===== src/rtl/regfile_scoreboard.sv =====
// 32-entry integer register file (x0 hard-wired to zero) with a 2-bit pending-write
// scoreboard per register, optional write-back bypass and a sticky counter-overflow flag.
module regfile_scoreboard #(
    parameter int DATA_W    = 32,
    parameter bit BYPASS_EN = 1'b1
) (
    input  logic              clk,
    input  logic              rst_n,
    input  logic              reg_write_i,
    input  logic [4:0]        rd_addr_i,
    input  logic [DATA_W-1:0] write_data_i,
    input  logic [4:0]        rs1_addr_i,
    input  logic [4:0]        rs2_addr_i,
    output logic [DATA_W-1:0] rs1_data_o,
    output logic [DATA_W-1:0] rs2_data_o,
    output logic              rs1_busy_o,
    output logic              rs2_busy_o,
    input  logic              issue_valid_i,
    input  logic [4:0]        issue_rd_i,
    input  logic              flush_i,
    output logic              sb_ovf_o
);

    logic [DATA_W-1:0] reg_data [32];
    logic [1:0]        reg_cnt  [32];
    logic [4:0]        src_addr [2];
    logic [DATA_W-1:0] src_data [2];
    logic              src_busy [2];
    logic              ovf_reg;

    assign src_addr[0] = rs1_addr_i;
    assign src_addr[1] = rs2_addr_i;

    genvar gi;
    generate
        for (gi = 0; gi < 32; gi++) begin : g_reg
            if (gi == 0) begin : g_zero
                assign reg_data[gi] = '0;
                assign reg_cnt[gi]  = 2'd0;
            end else begin : g_live
                logic [DATA_W-1:0] data_reg;
                logic [1:0]        cnt_reg;
                logic [1:0]        cnt_next;
                logic              inc;
                logic              dec;
                logic              wr_hit;

                assign wr_hit = reg_write_i && (rd_addr_i == 5'(gi));
                assign inc    = issue_valid_i && (issue_rd_i == 5'(gi));
                // A write-back only retires a pending write if one is outstanding.
                assign dec    = wr_hit && (cnt_reg != 2'd0);

                always_comb begin
                    cnt_next = cnt_reg;
                    if (flush_i) begin
                        cnt_next = 2'd0;
                    end else if (inc && !dec) begin
                        if (cnt_reg != 2'd3) begin
                            cnt_next = cnt_reg + 2'd1;
                        end
                    end else if (dec && !inc) begin
                        cnt_next = cnt_reg - 2'd1;
                    end
                end

                always_ff @(posedge clk or negedge rst_n) begin
                    if (!rst_n) begin
                        data_reg <= '0;
                        cnt_reg  <= 2'd0;
                    end else begin
                        if (wr_hit) begin
                            data_reg <= write_data_i;
                        end
                        cnt_reg <= cnt_next;
                    end
                end

                assign reg_data[gi] = data_reg;
                assign reg_cnt[gi]  = cnt_reg;
            end
        end
    endgenerate

    // Overflow is flagged whenever an issue lands on a saturated counter, whatever else happens that edge.
    always_ff @(posedge clk or negedge rst_n) begin
        if (!rst_n) begin
            ovf_reg <= 1'b0;
        end else if (issue_valid_i && (issue_rd_i != 5'd0) && (reg_cnt[issue_rd_i] == 2'd3)) begin
            ovf_reg <= 1'b1;
        end
    end

    generate
        for (gi = 0; gi < 2; gi++) begin : g_rd
            logic              hit;
            logic [DATA_W-1:0] data_val;
            logic              busy_val;

            assign hit = BYPASS_EN && reg_write_i && (rd_addr_i == src_addr[gi]);

            // Outputs are forced to zero while reset is held, bypass included.
            always_comb begin
                data_val = '0;
                busy_val = 1'b0;
                if (rst_n && (src_addr[gi] != 5'd0)) begin
                    data_val = hit ? write_data_i : reg_data[src_addr[gi]];
                    busy_val = (reg_cnt[src_addr[gi]] != 2'd0)
                             && !(hit && (reg_cnt[src_addr[gi]] == 2'd1));
                end
            end

            assign src_data[gi] = data_val;
            assign src_busy[gi] = busy_val;
        end
    endgenerate

    assign rs1_data_o = src_data[0];
    assign rs2_data_o = src_data[1];
    assign rs1_busy_o = src_busy[0];
    assign rs2_busy_o = src_busy[1];
    assign sb_ovf_o   = ovf_reg;

endmodule


===== config.mk =====
export PLATFORM = sky130hd
export DESIGN_NAME = regfile_scoreboard
export DESIGN_NICKNAME = d
export VERILOG_FILES = /design/src/rtl/regfile_scoreboard.sv
export SDC_FILE = /design/constraint.sdc
export NUM_CORES = 2
export LEC_CHECK = 0
export CORE_ASPECT_RATIO = 1.75
export CORE_UTILIZATION = 50
export DETAILED_ROUTE_END_ITERATION = 7
export PLACE_DENSITY = 0.66
export SYNTH_ARGS = -nofsm -noshare
export SYNTH_HDL_FRONTEND = slang
export SYNTH_SLANG_ARGS = --single-unit

===== constraint.sdc =====
create_clock -name clk -period 6 [get_ports clk]
set_clock_uncertainty 0.2 [all_clocks]
set_input_delay 1.2 -clock clk [delete_from_list [all_inputs] [get_ports clk]]
set_output_delay 1.2 -clock clk [all_outputs]
set_load 0.005 [all_outputs]

## Yosys cells after proc, flatten, opt, wreduce, memory -nomap -nowiden

Index checks and enable logic that the tools add are counted.

| cells by class | value |
|---|---|
| add/subtract/negate cells | 62 |
| order comparisons | 3 |
| equal/unequal tests | 129 |
| mux-type cells | 145 |
| bitwise gates (word level) | 3 |
| reductions and logical operators | 327 |

Operators with widths:

| kind | count |
|---|---|
| binary-select mux 32 bit (select 5 bit) | 2 |
| two-way mux 2 bit | 130 |
| two-way mux 32 bit | 8 |
| logical AND 1 bit | 165 |
| equality test 5 bit, second input constant | 32 |
| inequality test 3 x 2 -> 1 bit, second input constant | 31 |
| nonzero test 3 bit | 31 |
| equality test 5 x 4 -> 1 bit, second input constant | 16 |
| nonzero test 2 bit | 33 |
| zero test 1 bit | 64 |
| adder 2 x 1 -> 2 bit, second input constant | 31 |
| inequality test 2 bit, second input constant | 31 |
| AND reduction 2 bit | 31 |
| subtractor 2 x 1 -> 2 bit, second input constant | 31 |
| equality test 5 x 3 -> 1 bit, second input constant | 8 |
| binary-select mux 2 bit (select 5 bit) | 3 |
| equality test 5 x 2 -> 1 bit, second input constant | 4 |
| >= comparator 6 bit, second input constant | 3 |
| NOT 5 -> 6 bit | 3 |
| nonzero test 5 bit | 3 |
| equality test 5 x 1 -> 1 bit, second input constant | 2 |
| equality test 5 bit | 2 |
| equality test 2 x 1 -> 1 bit, second input constant | 2 |
| equality test 2 bit, second input constant | 1 |
| two-way mux 1 bit | 2 |

| storage, ports and cells | value |
|---|---|
| bits in registers | 1055 |
| input bits | 57 |
| output and inout port bits | 67 |
| logic and storage cells | 732 |

## Logic depth before layout (Yosys ltp)

| logic depth | value |
|---|---|
| depth in word-level cells | 9 |
| depth in mapped cells | 11 |
| mapped depth without buffers | 5 |

## Worst setup path after synthesis

OpenSTA, ideal clock, no wires.

| timing path | value |
|---|---|
| path kind | in2out |
| from | in rs1_addr_i[1] |
| to | out rs1_data_o[18] |
| data arrival time | 3101 ps |
| required time | 4600 ps |
| slack | 1499 ps |
| cell stages on the path | 7 |
| path buffers | 3 |
| cells stage by stage | buf_2 > buf_4 > clkbuf_1 > mux4_2 > mux4_2 > nor2b_1 > o32a_1 |

| between the ends | value |
|---|---|
| cells in the longest elaborated chain, start to end | 6 |
| elaborated cells between the ends (all ways) | 10 |
| those cells by class | eq/ne (1); mux (5); bitwise (1); reduce/logical (3) |

Ends and longest elaborated chain:

| what | RTL line | source |
|---|---|---|
| start: declaration | 12 | `input logic [4:0] rs1_addr_i,` |
| NOT 5 -> 6 bit (implied by the code) | 106 | `data_val = hit ? write_data_i : reg_data[src_addr[gi]];` |
| binary-select mux 32 bit (select 5 bit) | 106 |  |
| two-way mux 32 bit (implied by the code) (2 in series) | 106 |  |
| two-way mux 32 bit | 106 |  |
| two-way mux 32 bit * | 105 | `if (rst_n && (src_addr[gi] != 5'd0)) begin` |
| end: declaration | 14 | `output logic [DATA_W-1:0] rs1_data_o,` |

Every way passes the cells marked *; elsewhere a longest branch is shown, timed or not. The select of a mux whose other input is x is not followed.

## Worst setup path after layout

| timing path | value |
|---|---|
| from | in rs2_addr_i[3] |
| to | out rs2_busy_o |

| between the ends | value |
|---|---|
| cells in the longest elaborated chain, start to end | 9 |
| elaborated cells between the ends (all ways) | 14 |
| those cells by class | eq/ne (2); mux (4); bitwise (1); reduce/logical (7) |

Ends and longest elaborated chain:

| what | RTL line | source |
|---|---|---|
| start: declaration | 13 | `input logic [4:0] rs2_addr_i,` |
| NOT 5 -> 6 bit (implied by the code) | 107, 108 |  |
| binary-select mux 2 bit (select 5 bit) | 107, 108 |  |
| two-way mux 2 bit (implied by the code) (2 in series) | 107, 108 |  |
| equality test 2 x 1 -> 1 bit | 108 | `&& !(hit && (reg_cnt[src_addr[gi]] == 2'd1));` |
| logical AND 1 bit | 108 |  |
| zero test 1 bit | 108 |  |
| logical AND 1 bit | 108 |  |
| two-way mux 1 bit * | 105 |  |
| end: declaration | 17 | `output logic rs2_busy_o,` |

Marks and branches as above.

==> impl_results.md <==
- Family with the most delay on the worst path: buffers and inverters
- Post-synthesis register bit count: 1055
- Routed length per instance: 32.04 µm
- Crit path buffers/inverters: 5
- Worst setup path class: primary input to primary output
- Setup violators final: 0
- Die width: between 200 and 300 µm
- Total GRT Usage: 0.3743
- Required @ worst endpoint: 4.60 ns
- Post-synth ARST share: 1.000
- Period minus WS final: 5.992 ns
- Synth Flop Type: dfrtp_1
- Status: finished clean
- DRT Wirelength: between 200000 and 250000 µm
- Layout cells sized above 1: 0.2669
- Largest net degree at the start of global routing: 170
- H-tree levels: 3
- Post-cts resize count: 0
- RSZ-0062 raised after global routing: false
- Critical Path Fanout Max: 26
- Post-layout nets: 5428
- Ports: about 120
- R2r setup slk: about 3.8 ns
- Number of flops mapped to enable cells by yosys: 0
- Total power: a little over 20 mW
- Core box area: 118100 µm²
- Iteration-0 DRC Markers: 5547
- First-pass GRT wire length: 328600 µm
- Maxcap violations: 0
- Worst vdd ir: 255.0 µV
- Cell count after synthesis: ~5400
- Die Area: roughly 120000 µm²
- Chip height: between 400 and 500 µm
- Pwr/cell area: between 300 and 400 nW/µm²
- FP Rows: 167
- Crit-path max cell delay: ~0.8 ns
- Routed vias: 47578
- Syn Area/Cell: around 11 µm²
- CP Capture Type: primary output
- Fmax: 166.9 MHz
- Clock sinks: 1055
- Yosys Warn Count: 0
- Reg2Reg Launch Point: g_reg[31].g_live.cnt_reg[0]
- Slew @ Worst Pin: 1.244 ns
- Slowest CP cell: clkdlybuf4s50_1
- Register area share after synthesis: 0.4439
- # hold bufs at CTS: 0
- Longest Clk Path Bufs: 3
- Vias in the first global route: 48720
- Fin worst setup slack: between 0.008 and 0.009 ns
- Syn-to-layout area delta: 11.91%
- Element type at the critical path start: primary input
- Worst reg2reg path depth: 4
- Initial antenna violation count: 8
- Yosys cell types: 64
- Hold slack: between 0.15 and 0.2 ns
- Hold Crit Class: primary input to async pin
- Mapped Nets: 5478
- CTS root buf: clkbuf_16
- Initial core utilization: 0.5038
- Leakage: approximately 30 nW
- Mapped cell area: between 50000 and 60000 µm²
- Slew Limit Fails: 0
- Input/output buffers: between 100 and 150
- Via/cell ratio: 6.816
- DRC: 0
- Largest register FFs: 992
- RR Endpoint: sb_ovf_o
- Clock Pin Slew Worst Setup and Hold Paths: 0.06 ns
- # Post-CTS Setup Buffers: 0
- Final antenna-violating net count: 0
- Placer Congestion: 0.9362
- Clk_lat worst skew: 0.75 ns
- Detailed Place HPWL: 138100 µm
- Hold Fails Final Rpt: 0
- Grt ovf: 0
- Arr. time, crit path: 4.59 ns
- Number of CTS-inserted buffers: 101
- Setup WS pre-CTS: around 0.18 ns
- Max-Slew Margin vs Limit: 0.1679
- Number of detailed-route iterations in the first pass: 6
- TritonCTS clock tree: yes
- Crit share post-route: 0.9987
- Setup TNS: 0 ns
- CP Cell Sequence: clkdlybuf4s50_1, xor2_1, nor4_1, nand3_2, buf_4, inv_1, a2111oi_0, buf_4, clkdlybuf4s50_1
[synthesized netlist by cell type, types with 6 or more instances]
cell type	number	area, µm²
nand2_1	1599	6002
dfrtp_1	1055	26400
mux2_2	586	6599
mux4_2	385	8671
clkbuf_1	363	1363
mux2i_1	273	2733
a21oi_1	128	640.6
a211oi_1	118	885.9
buf_2	101	505.5
nor2_1	74	277.8
nor2b_1	70	437.9
nor3_1	65	325.3
o22ai_1	65	406.6
o221ai_1	64	560.5
a22o_1	61	534.3
o32a_1	61	610.6
o21ai_0	42	210.2
a311oi_1	38	332.8
nand3b_1	25	187.7
buf_4	24	180.2
o21a_1	18	135.1
nand3_1	16	80.08
buf_1	15	56.30
nor3b_1	14	105.1
and3_1	13	81.33
a21o_1	12	90.09
nand2b_1	12	75.07
nand4b_1	11	96.34
a31oi_1	8	50.05
buf_6	8	90.09
nor4_1	8	50.05
xor2_1	8	70.07
inv_1	7	26.28
a22oi_1	6	45.04
and2_1	6	37.54
and3b_1	6	52.55
o211ai_1	6	45.04
[logic make-up after synthesis]
logic type                synth area share
muxes                               0.3029
DFF                                 0.4439
xor gates and xnor gates          0.001620
AOI/OAI and AO/OA                  0.07973
buffers and inverters              0.03772
and+or+nand+nor                     0.1342
[how the worst max path moves through the flow]
stage,from,to,slack (ns),depth (start not counted)
2_1_floorplan,rs1_addr_i[1],rs1_data_o[18],1.50,7
3_3_place_gp,rs2_addr_i[3],rs2_busy_o,0.13,9
3_5_place_dp,rs2_addr_i[3],rs2_busy_o,0.18,9
4_1_cts,rs2_addr_i[3],rs2_busy_o,0.16,9
5_1_grt,rs2_addr_i[3],rs2_busy_o,0.004,9
6_report,rs2_addr_i[3],rs2_busy_o,0.008,9
[area by class of cell]
class | count | area, µm²
Inverter | 9 | 38.79
Sequential cell | 1055 | 26400
Antenna cell | 4 | 10.01
Timing Repair Buffer | 359 | 3621
Clock buffer | 141 | 2940
Tap cell | 1521 | 1903
Multi-Input combinational cell | 3845 | 31100
Fill cell | 9841 | 51500
Clock inverter | 46 | 549.3
[placed cells by master (no fill, tap or decap), drive strengths merged, types with 9 or more instances in the layout]
cell type / instances
nand3: 16
o21ai: 45
mux4: 385
clkbuf: 141
dfrtp: 1055
nor3: 65
nand3b: 25
a211oi: 118
a311oi: 38
nand2b: 12
a21o: 12
inv: 11
o221ai: 64
a22o: 61
buf: 246
bufinv: 9
nand2: 1599
and3: 13
clkdlybuf4s50: 113
o32a: 61
nand4b: 11
mux2i: 273
clkinv: 31
nor2b: 70
o22ai: 65
o21a: 18
mux2: 587
nor3b: 14
a21oi: 128
nor2: 74
[where the power goes]
group	switching [mW]	internal, mW	total (mW)
clock	3.02	3.83	6.85
combinational	1.92	2.28	4.20
sequential	1.01	8.40	9.41
[through the flow]
stage               cell area [µm²]  cells    util
floorplan                     59480   5421       -
global placement              63060   6789  0.5341
detailed placement            63060   6789  0.5341
CTS                           66550   6976  0.5637
global route                  66550   6977  0.5637
finish                        66560   6980  0.5638
[per-layer routing]
layer / GRT usage / part of all wire / vias up
met5: 0 / 0.00011 / -
met4: 0.3026 / 0.093 / 4
met3: 0.09110 / 0.10 / 1025
met2: 0.6006 / 0.47 / 2985
met1: 0.4271 / 0.33 / 24107
li1: - / - / 19457
No activity file was read; power rests on OpenSTA's default activity.
